===== config.mk =====
export PLATFORM = sky130hd
export DESIGN_NAME = systolic_array_drain_flat
export DESIGN_NICKNAME = d
export VERILOG_FILES = /design/src/rtl/systolic_array_drain_pkg.sv /design/src/rtl/systolic_array_drain_if.sv /design/src/rtl/systolic_array_drain_quant.sv /design/src/rtl/systolic_array_drain.sv /design/src/flat_wrapper.sv
export SDC_FILE = /design/constraint.sdc
export NUM_CORES = 1
export LEC_CHECK = 0
export ABC_AREA = 0
export CAP_MARGIN = 10
export CORE_MARGIN = 2
export CORE_UTILIZATION = 44
export DETAILED_ROUTE_END_ITERATION = 7
export GPL_ROUTABILITY_DRIVEN = 0
export PLACE_DENSITY = 0.77
export SKIP_LAST_GASP = 1
export SLEW_MARGIN = 20
export SYNTH_ARGS = -nofsm -noshare
export SYNTH_HDL_FRONTEND = slang
export SYNTH_SLANG_ARGS = --single-unit

===== constraint.sdc =====
create_clock -name clk -period 2.1 [get_ports clk]
set_input_delay 0.42 -clock clk [delete_from_list [all_inputs] [get_ports clk]]
set_output_delay 0.42 -clock clk [all_outputs]
set_load 0.01 [all_outputs]

===== src/rtl/systolic_array_drain_pkg.sv =====
// Shared types and constants for the systolic array drain stage.
// Drain FSM states, row-pointer width and saturation limits.
package systolic_array_drain_pkg;

    typedef enum logic {
        IDLE,
        DRAIN
    } drain_state_e;

    function automatic int row_w(input int y);
        return ($clog2(y) > 0) ? $clog2(y) : 1;
    endfunction

    // Largest representable output value.
    function automatic longint sat_hi(input int w, input bit s);
        return s ? (longint'(1) <<< (w - 1)) - 1
                 : (longint'(1) <<< w) - 1;
    endfunction

    // Smallest representable output value.
    function automatic longint sat_lo(input int w, input bit s);
        return s ? -(longint'(1) <<< (w - 1)) : longint'(0);
    endfunction

endpackage


===== src/rtl/systolic_array_drain_if.sv =====
// Row stream from the drain stage to write-back.
// master: drives out_data/out_row/out_valid/out_last; slave: drives out_ready.
interface systolic_array_drain_if
    import systolic_array_drain_pkg::*;
#(
    parameter int WIDTH_OUT = 16,
    parameter int x_axis    = 3,
    parameter int ROW_W     = row_w(3)
);
    logic [WIDTH_OUT-1:0] out_data [0:x_axis-1];
    logic [ROW_W-1:0]     out_row;
    logic                 out_valid;
    logic                 out_ready;
    logic                 out_last;

    modport master (
        output out_data, out_row, out_valid, out_last,
        input  out_ready
    );

    modport slave (
        input  out_data, out_row, out_valid, out_last,
        output out_ready
    );
endinterface


===== src/rtl/systolic_array_drain_quant.sv =====
// Combinational shift + saturate/truncate of one accumulator word.
// Ports: word (WIDTH_MAC in), q (WIDTH_OUT out).
module drain_quant
    import systolic_array_drain_pkg::*;
#(
    parameter int WIDTH_MAC = 48,
    parameter int WIDTH_OUT = 16,
    parameter int SHIFT     = 0,
    parameter int SATURATE  = 1,
    parameter int SIGNED    = 0
) (
    input  logic [WIDTH_MAC-1:0] word,
    output logic [WIDTH_OUT-1:0] q
);
    localparam logic signed [WIDTH_MAC:0] HI =
        (WIDTH_MAC+1)'(sat_hi(WIDTH_OUT, SIGNED != 0));
    localparam logic signed [WIDTH_MAC:0] LO =
        (WIDTH_MAC+1)'(sat_lo(WIDTH_OUT, SIGNED != 0));

    // One extra bit lets signed and unsigned share one signed compare.
    logic signed [WIDTH_MAC:0] ext;
    logic signed [WIDTH_MAC:0] v;

    assign ext = (SIGNED != 0) ? {word[WIDTH_MAC-1], word}
                               : {1'b0, word};
    assign v   = ext >>> SHIFT;

    always_comb begin
        q = v[WIDTH_OUT-1:0];
        if (SATURATE != 0) begin
            if (v > HI)
                q = HI[WIDTH_OUT-1:0];
            else if (v < LO)
                q = LO[WIDTH_OUT-1:0];
        end
    end
endmodule


===== src/rtl/systolic_array_drain.sv =====
// Snapshots the MAC grid on start, clears the array, streams quantised rows.
// Ports: clk, rst_n, mac_in grid, start, row_bus (master), busy, done, reg_clear_out.
module systolic_array_drain
    import systolic_array_drain_pkg::*;
#(
    parameter int WIDTH_MAC = 48,
    parameter int WIDTH_OUT = 16,
    parameter int SHIFT     = 0,
    parameter int SATURATE  = 1,
    parameter int SIGNED    = 0,
    parameter int x_axis    = 3,
    parameter int y_axis    = 3
) (
    input  logic                 clk,
    input  logic                 rst_n,
    input  logic [WIDTH_MAC-1:0] mac_in [0:y_axis-1][0:x_axis-1],
    input  logic                 start,
    systolic_array_drain_if.master row_bus,
    output logic                 busy,
    output logic                 done,
    output logic                 reg_clear_out
);
    localparam int ROW_W = row_w(y_axis);
    localparam logic [ROW_W-1:0] LAST = ROW_W'(y_axis - 1);

    drain_state_e         state_q, state_d;
    logic [ROW_W-1:0]     row_q, row_d;
    logic                 snap, done_d, clr_d;
    logic                 done_q, clr_q;
    logic [WIDTH_MAC-1:0] snap_q [0:y_axis-1][0:x_axis-1];
    logic [WIDTH_OUT-1:0] q_row [0:x_axis-1];

    always_comb begin
        state_d = state_q;
        row_d   = row_q;
        snap    = 1'b0;
        done_d  = 1'b0;
        clr_d   = 1'b0;
        unique case (state_q)
            IDLE: begin
                if (start) begin
                    snap    = 1'b1;
                    clr_d   = 1'b1;
                    row_d   = '0;
                    state_d = DRAIN;
                end
            end
            DRAIN: begin
                if (row_bus.out_ready) begin
                    if (row_q == LAST) begin
                        state_d = IDLE;
                        done_d  = 1'b1;
                    end else begin
                        row_d = row_q + 1'b1;
                    end
                end
            end
            default: state_d = IDLE;
        endcase
    end

    always_ff @(posedge clk or negedge rst_n) begin
        if (!rst_n) begin
            state_q <= IDLE;
            row_q   <= '0;
            done_q  <= 1'b0;
            clr_q   <= 1'b0;
            for (int r = 0; r < y_axis; r++)
                for (int c = 0; c < x_axis; c++)
                    snap_q[r][c] <= '0;
        end else begin
            state_q <= state_d;
            row_q   <= row_d;
            done_q  <= done_d;
            clr_q   <= clr_d;
            if (snap)
                snap_q <= mac_in;
        end
    end

    // Quantisers sit on the registered snapshot row, so the
    // beat is stable for as long as the consumer stalls.
    for (genvar c = 0; c < x_axis; c++) begin : g_q
        drain_quant #(
            .WIDTH_MAC (WIDTH_MAC),
            .WIDTH_OUT (WIDTH_OUT),
            .SHIFT     (SHIFT),
            .SATURATE  (SATURATE),
            .SIGNED    (SIGNED)
        ) u_q (
            .word (snap_q[row_q][c]),
            .q    (q_row[c])
        );
    end

    assign row_bus.out_data  = q_row;
    assign row_bus.out_row   = row_q;
    assign row_bus.out_valid = (state_q == DRAIN);
    assign row_bus.out_last  = (state_q == DRAIN) && (row_q == LAST);
    assign busy              = (state_q != IDLE);
    assign done              = done_q;
    assign reg_clear_out     = clr_q;
endmodule


===== src/flat_wrapper.sv =====
// flat-port wrapper written by rule: the top's interface ports become plain ports
module systolic_array_drain_flat import systolic_array_drain_pkg::*;
#(
    parameter int WIDTH_MAC = 48,
    parameter int WIDTH_OUT = 16,
    parameter int SHIFT     = 0,
    parameter int SATURATE  = 1,
    parameter int SIGNED    = 0,
    parameter int x_axis    = 3,
    parameter int y_axis    = 3
)
  (clk, rst_n, mac_in, start, busy, done, reg_clear_out, row_bus_out_data, row_bus_out_row, row_bus_out_valid, row_bus_out_last, row_bus_out_ready);
  systolic_array_drain_if #(.WIDTH_OUT(WIDTH_OUT), .x_axis(x_axis), .ROW_W(2)) row_bus_i ();
  input  logic clk;
  input  logic rst_n;
  input  logic [WIDTH_MAC-1:0] mac_in[0:y_axis-1][0:x_axis-1];
  input  logic start;
  output logic busy;
  output logic done;
  output logic reg_clear_out;
  output wire logic [$bits(row_bus_i.out_data)-1:0] row_bus_out_data;
  output wire logic [$bits(row_bus_i.out_row)-1:0] row_bus_out_row;
  output wire logic [$bits(row_bus_i.out_valid)-1:0] row_bus_out_valid;
  output wire logic [$bits(row_bus_i.out_last)-1:0] row_bus_out_last;
  input wire logic [$bits(row_bus_i.out_ready)-1:0] row_bus_out_ready;
  assign row_bus_out_data = {>>{row_bus_i.out_data}};
  assign row_bus_out_row = row_bus_i.out_row;
  assign row_bus_out_valid = row_bus_i.out_valid;
  assign row_bus_out_last = row_bus_i.out_last;
  assign row_bus_i.out_ready = row_bus_out_ready;
  systolic_array_drain #(.WIDTH_MAC(WIDTH_MAC), .WIDTH_OUT(WIDTH_OUT), .SHIFT(SHIFT), .SATURATE(SATURATE), .SIGNED(SIGNED), .x_axis(x_axis), .y_axis(y_axis)) u_core (.clk(clk), .rst_n(rst_n), .mac_in(mac_in), .start(start), .row_bus(row_bus_i), .busy(busy), .done(done), .reg_clear_out(reg_clear_out));
endmodule

* Word-level counts from Yosys, hierarchy flattened
Cells that the tools add are included.
Storage, ports and cells: input port bits 436, register bits after elaboration 437, logic and storage cells 50, output and inout bits 55
Operators by class: muxes and demuxes 21, $add $sub $neg 1, equality and inequality tests 4, bitwise operators 2, order comparisons 7, reduce and logical (&&, ||, !) cells 2
Operators by type and width (count):
- binary-select mux 144 bit (select 2 bit) | 1
- 2-to-1 mux 144 bit | 2
- greater-than comparator 48 x 16 -> 1 bit, second input constant | 3
- < comparator 48 x 1 -> 1 bit, second input constant | 3
- 2-to-1 mux 16 bit | 6
- 2-to-1 mux 1 bit | 7
- 2-to-1 mux 2 bit | 3
- inequality test 2 bit, second input constant | 3
- case mux 2 bit (2 select lines) | 1
- >= comparator 3 bit, second input constant | 1
- NOT 2 -> 3 bit | 1
- AND reduction 3 bit | 1
- adder 2 x 1 -> 2 bit, second input constant | 1
- == test 2 bit, second input constant | 1
- case mux 1 bit (2 select lines) | 1
- logical AND 1 bit | 1
- NOT 1 bit | 1

* Longest topological paths before layout
word-level depth 7, depth in mapped cells 7, mapped depth without buffers 6

* Modules after synthesis
From an unflattened synthesis, not the netlist that was laid out.
Unflattened totals: cell total of the unflattened synthesis 1502, area, all modules 21755.9 um2
Modules (own cells, without submodules):
- systolic_array_drain | cells each 1412, instances 1, area an instance 21035.2 um2, seq. area each 10935.5 um2
- drain_quant | cells each 30, instances 3, area an instance 240.2 um2, seq. area each 0.0 um2

* Least setup slack after synthesis
Ideal clock, no wire load.
kind flip-flop to output port, start register u_core.row_q[1] (netlist: u_core.row_bus.out_row[1]), end output port row_bus_out_data[10], slack -44 ps, cell stages (with the launch flop) 7, buffers on the path 2, arrival 1724 ps, cell sequence dfrtp_1 > buf_2 > or2_1 > nor4_2 > a221oi_2 > buf_6 > a221o_1
On the way: cells in the longest elaborated chain, start to end 7, elaborated cells on any way between the ends 8, classes of those cells 2 x order compare; 5 x mux; 1 x bitwise
RTL lines:
- start, declared | line systolic_array_drain.sv:27 | logic [ROW_W-1:0] row_q, row_d;
- start signal, assigned | line systolic_array_drain.sv:73 | row_q <= row_d;
- NOT 2 -> 3 bit (not written as such) * | line systolic_array_drain.sv:91 | .word (snap_q[row_q][c]),
- binary-select mux 144 bit (select 2 bit) * | line systolic_array_drain.sv:91
- 2-to-1 mux 144 bit (not written as such) * (2 in series) | line systolic_array_drain.sv:91
- < comparator 48 x 1 -> 1 bit | line systolic_array_drain_quant.sv:33 | else if (v < LO)
- 2-to-1 mux 16 bit | line systolic_array_drain_quant.sv:33
- 2-to-1 mux 16 bit * | line systolic_array_drain_quant.sv:31 | if (v > HI)
- end, declared | line flat_wrapper.sv:21 | output wire logic [$bits(row_bus_i.out_data)-1:0] row_bus_out_data;
Mark *: on every way between the ends. The rest lies on a longest branch, timed or not. The select of a mux whose other input is x is not followed.

* Worst setup path after layout
start register u_core.snap_q[185] (netlist bit), end output port row_bus_out_data[6]
On the way: cells in the longest elaborated chain, start to end 6, elaborated cells on any way between the ends 7, classes of those cells 2 x order compare; 5 x mux
RTL lines:
- start, declared | line systolic_array_drain.sv:30 | logic [WIDTH_MAC-1:0] snap_q [0:y_axis-1][0:x_axis-1];
- start signal, assigned | line systolic_array_drain.sv:77 | snap_q <= mac_in;
- binary-select mux 144 bit (select 2 bit) * | line systolic_array_drain.sv:91
- 2-to-1 mux 144 bit (not written as such) * (2 in series) | line systolic_array_drain.sv:91
- < comparator 48 x 1 -> 1 bit | line systolic_array_drain_quant.sv:33
- 2-to-1 mux 16 bit | line systolic_array_drain_quant.sv:33
- 2-to-1 mux 16 bit * | line systolic_array_drain_quant.sv:31
Marked as above.

==> impl_metrics.json <==
{
  "required_ns": 1.68,
  "post_layout_nonfiller_instances": 2294,
  "clk-insertion-delay-late_ns": 0.56,
  "period_minus_slack_ns": 3.11,
  "starting_density_of_the_core_pct": 44.3,
  "power_per_cell_area_nw_per_um2": 1340,
  "worstPathArrival_ns": 2.69,
  "floorplan.io_pins": 491,
  "holdCritPathClass": "primary input to asynchronous set/reset pin",
  "cap_violations": 0,
  "aggregate_negative_setup_slack_ns": -46.53,
  "violations": "negative setup slack",
  "grt_overflow": 0,
  "post_drt_via_cell_ratio": 5.32,
  "drt_pre_antenna_iters": 4,
  "ctsLongestPathBuffers": 3,
  "die_y_microns": 206,
  "core_area_sq_um": 40600,
  "first_global_vias": 13575,
  "design_area_sq_um": 25900,
  "area.sequential_sq_um": 10900,
  "fillers": 2982,
  "power.leakage_nw": 10.6,
  "clk_root_buffer_cell": "clkbuf_16",
  "netlist-cell-type-count": 29,
  "slowest_delay_ns": 0.61,
  "status": "complete, but fails checks",
  "die_x_microns": 206,
  "crit_path_max_fanout": 8,
  "footprint_of_the_multi_input_gates_sq_um": 6910,
  "largest_net_degree_at_the_start_of_global_routing": 61,
  "post-place-cells": 2188,
  "design_power_total_w": 0.0347,
  "num-nets-final": 2157,
  "drive_gt1_share_pct": 41.7,
  "layout_worst_path_cycle_share_pct": 148,
  "dr_vias": 12211,
  "syn-mean-instance-area_sq_um": 15.6,
  "hold_viol_final": 0,
  "cts_tree": "built",
  "synth_seq_cells": 437,
  "crit_chain": "or4_1 > nor4_4 > a221oi_4 > clkbuf_16 > a221o_1 > clkbuf_2",
  "crit_path_top_delay_cell": "or4_1",
  "total_global_route_track_usage_pct": 24.1,
  "final.setup_skew_ns": 0.00827,
  "yosysWarnings": 0,
  "total_cell_area_at_the_placement_stage_sq_um": 24200,
  "inserted_clock_buffers": 47,
  "max_freq_mhz": 321,
  "routed_wl_microns": 51900,
  "rsz0062_at_grt": "yes",
  "grt_pass1_wl_microns": 77300,
  "path_clk_slew_ns": 0.06,
  "ant_nets": 0,
  "synth_area_sq_um": 18000,
  "io_buffer_count": 490,
  "total_of_endpoints_with_negative_setup_slack_in_the_final_report": 49,
  "finish.utilization_pct": 64.0,
  "post-dp-hpwl_microns": 37500,
  "std_cell_rows": 74,
  "routedWlPerCell_microns": 22.6,
  "areaGrowthSynthToFinish_pct": 44.3,
  "drt_first_iter_violations": 520,
  "initial_antenna_violation_count": 7,
  "detail_route.drc_violations": 0,
  "cts_sinks": 437,
  "setup.worst_path.class": "flop to output port",
  "setup_slack_ns": -1.01,
  "worst_slew_pin_slew_ns": 0.626,
  "net_count_after_synthesis": 1589,
  "cts_max_level": 2,
  "slew_headroom_pct": 58.3,
  "crit_path_end_kind": "output port",
  "design.die.area_sq_um": 42500,
  "ir_drop_worst_case_vdd_mv": 0.821,
  "start_kind": "flop",
  "timing.final.max_slew_violations": 0,
  "netlist_instances": 1152,
  "seq_area_frac_synth_pct": 60.8
}
-- metrics by stage --
stage	hold slack [ns]	setup WS (ns)
floorplan	0.124	-0.00232
global placement	0.436	-1.15
detailed placement	0.442	-1.06
CTS	0.414	-1.19
global route	0.434	-1.16
finish	0.430	-1.01
-- cell type report --
class | count | area share (%)
clock buffer | 73 | 5.50
timing repair buffer | 587 | 22.7
tap | 532 | 2.57
antenna | 10 | 0.0965
multi-input combinational | 645 | 26.6
clock inverter | 8 | 0.280
inverter | 2 | 0.0289
sequential | 437 | 42.2
-- cell usage in the layout, fill, tap and decap left out, types with 5 or more instances in the layout --
master	count
nor4_4	7
clkdlybuf4s50_1	437
buf_6	5
clkinv_2	5
nor4_2	12
buf_12	26
nand2_1	5
nand4_1	12
buf_4	58
mux2_2	480
diode_2	10
a221o_1	48
buf_2	16
clkbuf_2	31
clkbuf_16	52
nor4_1	50
dfrtp_1	435
clkbuf_8	11
clkbuf_1	13
-- Yosys cell counts, drive strengths merged --
cell type	number	area share [%]
nor4b	3	0.25
nor2	3	0.063
a221o	48	2.7
dfrtp	437	61
nand2	5	0.10
o21ai	7	0.19
clkinv	1	0.021
and3	1	0.035
nor4	69	2.7
buf	54	1.6
ha	1	0.070
nor2b	1	0.035
clkbuf	14	0.29
nand3b	1	0.042
a221oi	3	0.25
or4	6	0.27
nand3	3	0.083
mux2	480	30
nand4	12	0.42
and2	1	0.035
or2	1	0.035
inv	1	0.021
-- final timing paths --
kind	start	endpoint	slack (ns)	cells after the start
worst max-delay path	u_core.snap_q[185]$_DFFE_PN0P_	row_bus_out_data[6]	-1.01	6
worst min-delay path	rst_n	u_core.snap_q[220]$_DFFE_PN0P_	0.43	2
worst max register to register	u_core.busy$_DFF_PN0_	u_core.snap_q[371]$_DFFE_PN0P_	0.24	6
worst min register to register	u_core.snap_q[322]$_DFFE_PN0P_	u_core.snap_q[322]$_DFFE_PN0P_	0.50	1
max in group asynchronous	rst_n	u_core.snap_q[37]$_DFFE_PN0P_	0.90	3
min in group clk	mac_in[289]	u_core.snap_q[289]$_DFFE_PN0P_	0.46	2
-- where the power goes --
group | internal (W) | switching (W) | leakage [nW] | total, W
registers | 0.0127 | 0.00256 | 5.22 | 0.0153
clock network | 0.00477 | 0.00328 | 0.741 | 0.00805
logic | 0.00706 | 0.00428 | 4.68 | 0.0113
total | 0.0246 | 0.0101 | 10.6 | 0.0347
-- flip-flops by register name, indices dropped and copies added, names as in the netlist --
name,count
u_core.busy,1
u_core.row_bus.out_row,2
u_core.done,1
u_core.snap_q,432
u_core.reg_clear_out,1
-- routing by layer --
metal	track usage, %	up-vias	part of all wire (%)
li1	-	5481	-
met1	28.6	6225	39
met2	41.2	409	50
met3	6.18	94	7.3
met4	11.1	2	3.4
met5	0	-	0.017
-- logic make-up after synthesis --
kind of cell             after synthesis  share of synthesized area (%)
AND/OR/NAND/NOR                      106                           4.03
adder cells (fa/ha/maj)                1                         0.0696
buffers and inverters                 70                           1.90
flip-flops                           437                           60.8
multiplexers                         480                           30.1
AO/OA/AOI/OAI                         58                           3.12
-- timing repair --
item	in CTS	in global routing
resized for setup	124	95
setup endpoints to repair	55	52
buffers inserted	4	5
hold buffers	1	0
hold endpoints to repair	47	0
cloned	3	2
pin swaps	7	13
-- worst max-delay path: cells and delay by family, from the launching register on --
family                 cells  cell delay [ns]
and+or+nand+nor            2             0.91
buffers and inverters      2             0.35
AOI/OAI and AO/OA          2             0.48
DFF                        1             0.37
No activity file was read; power rests on OpenSTA's default activity.
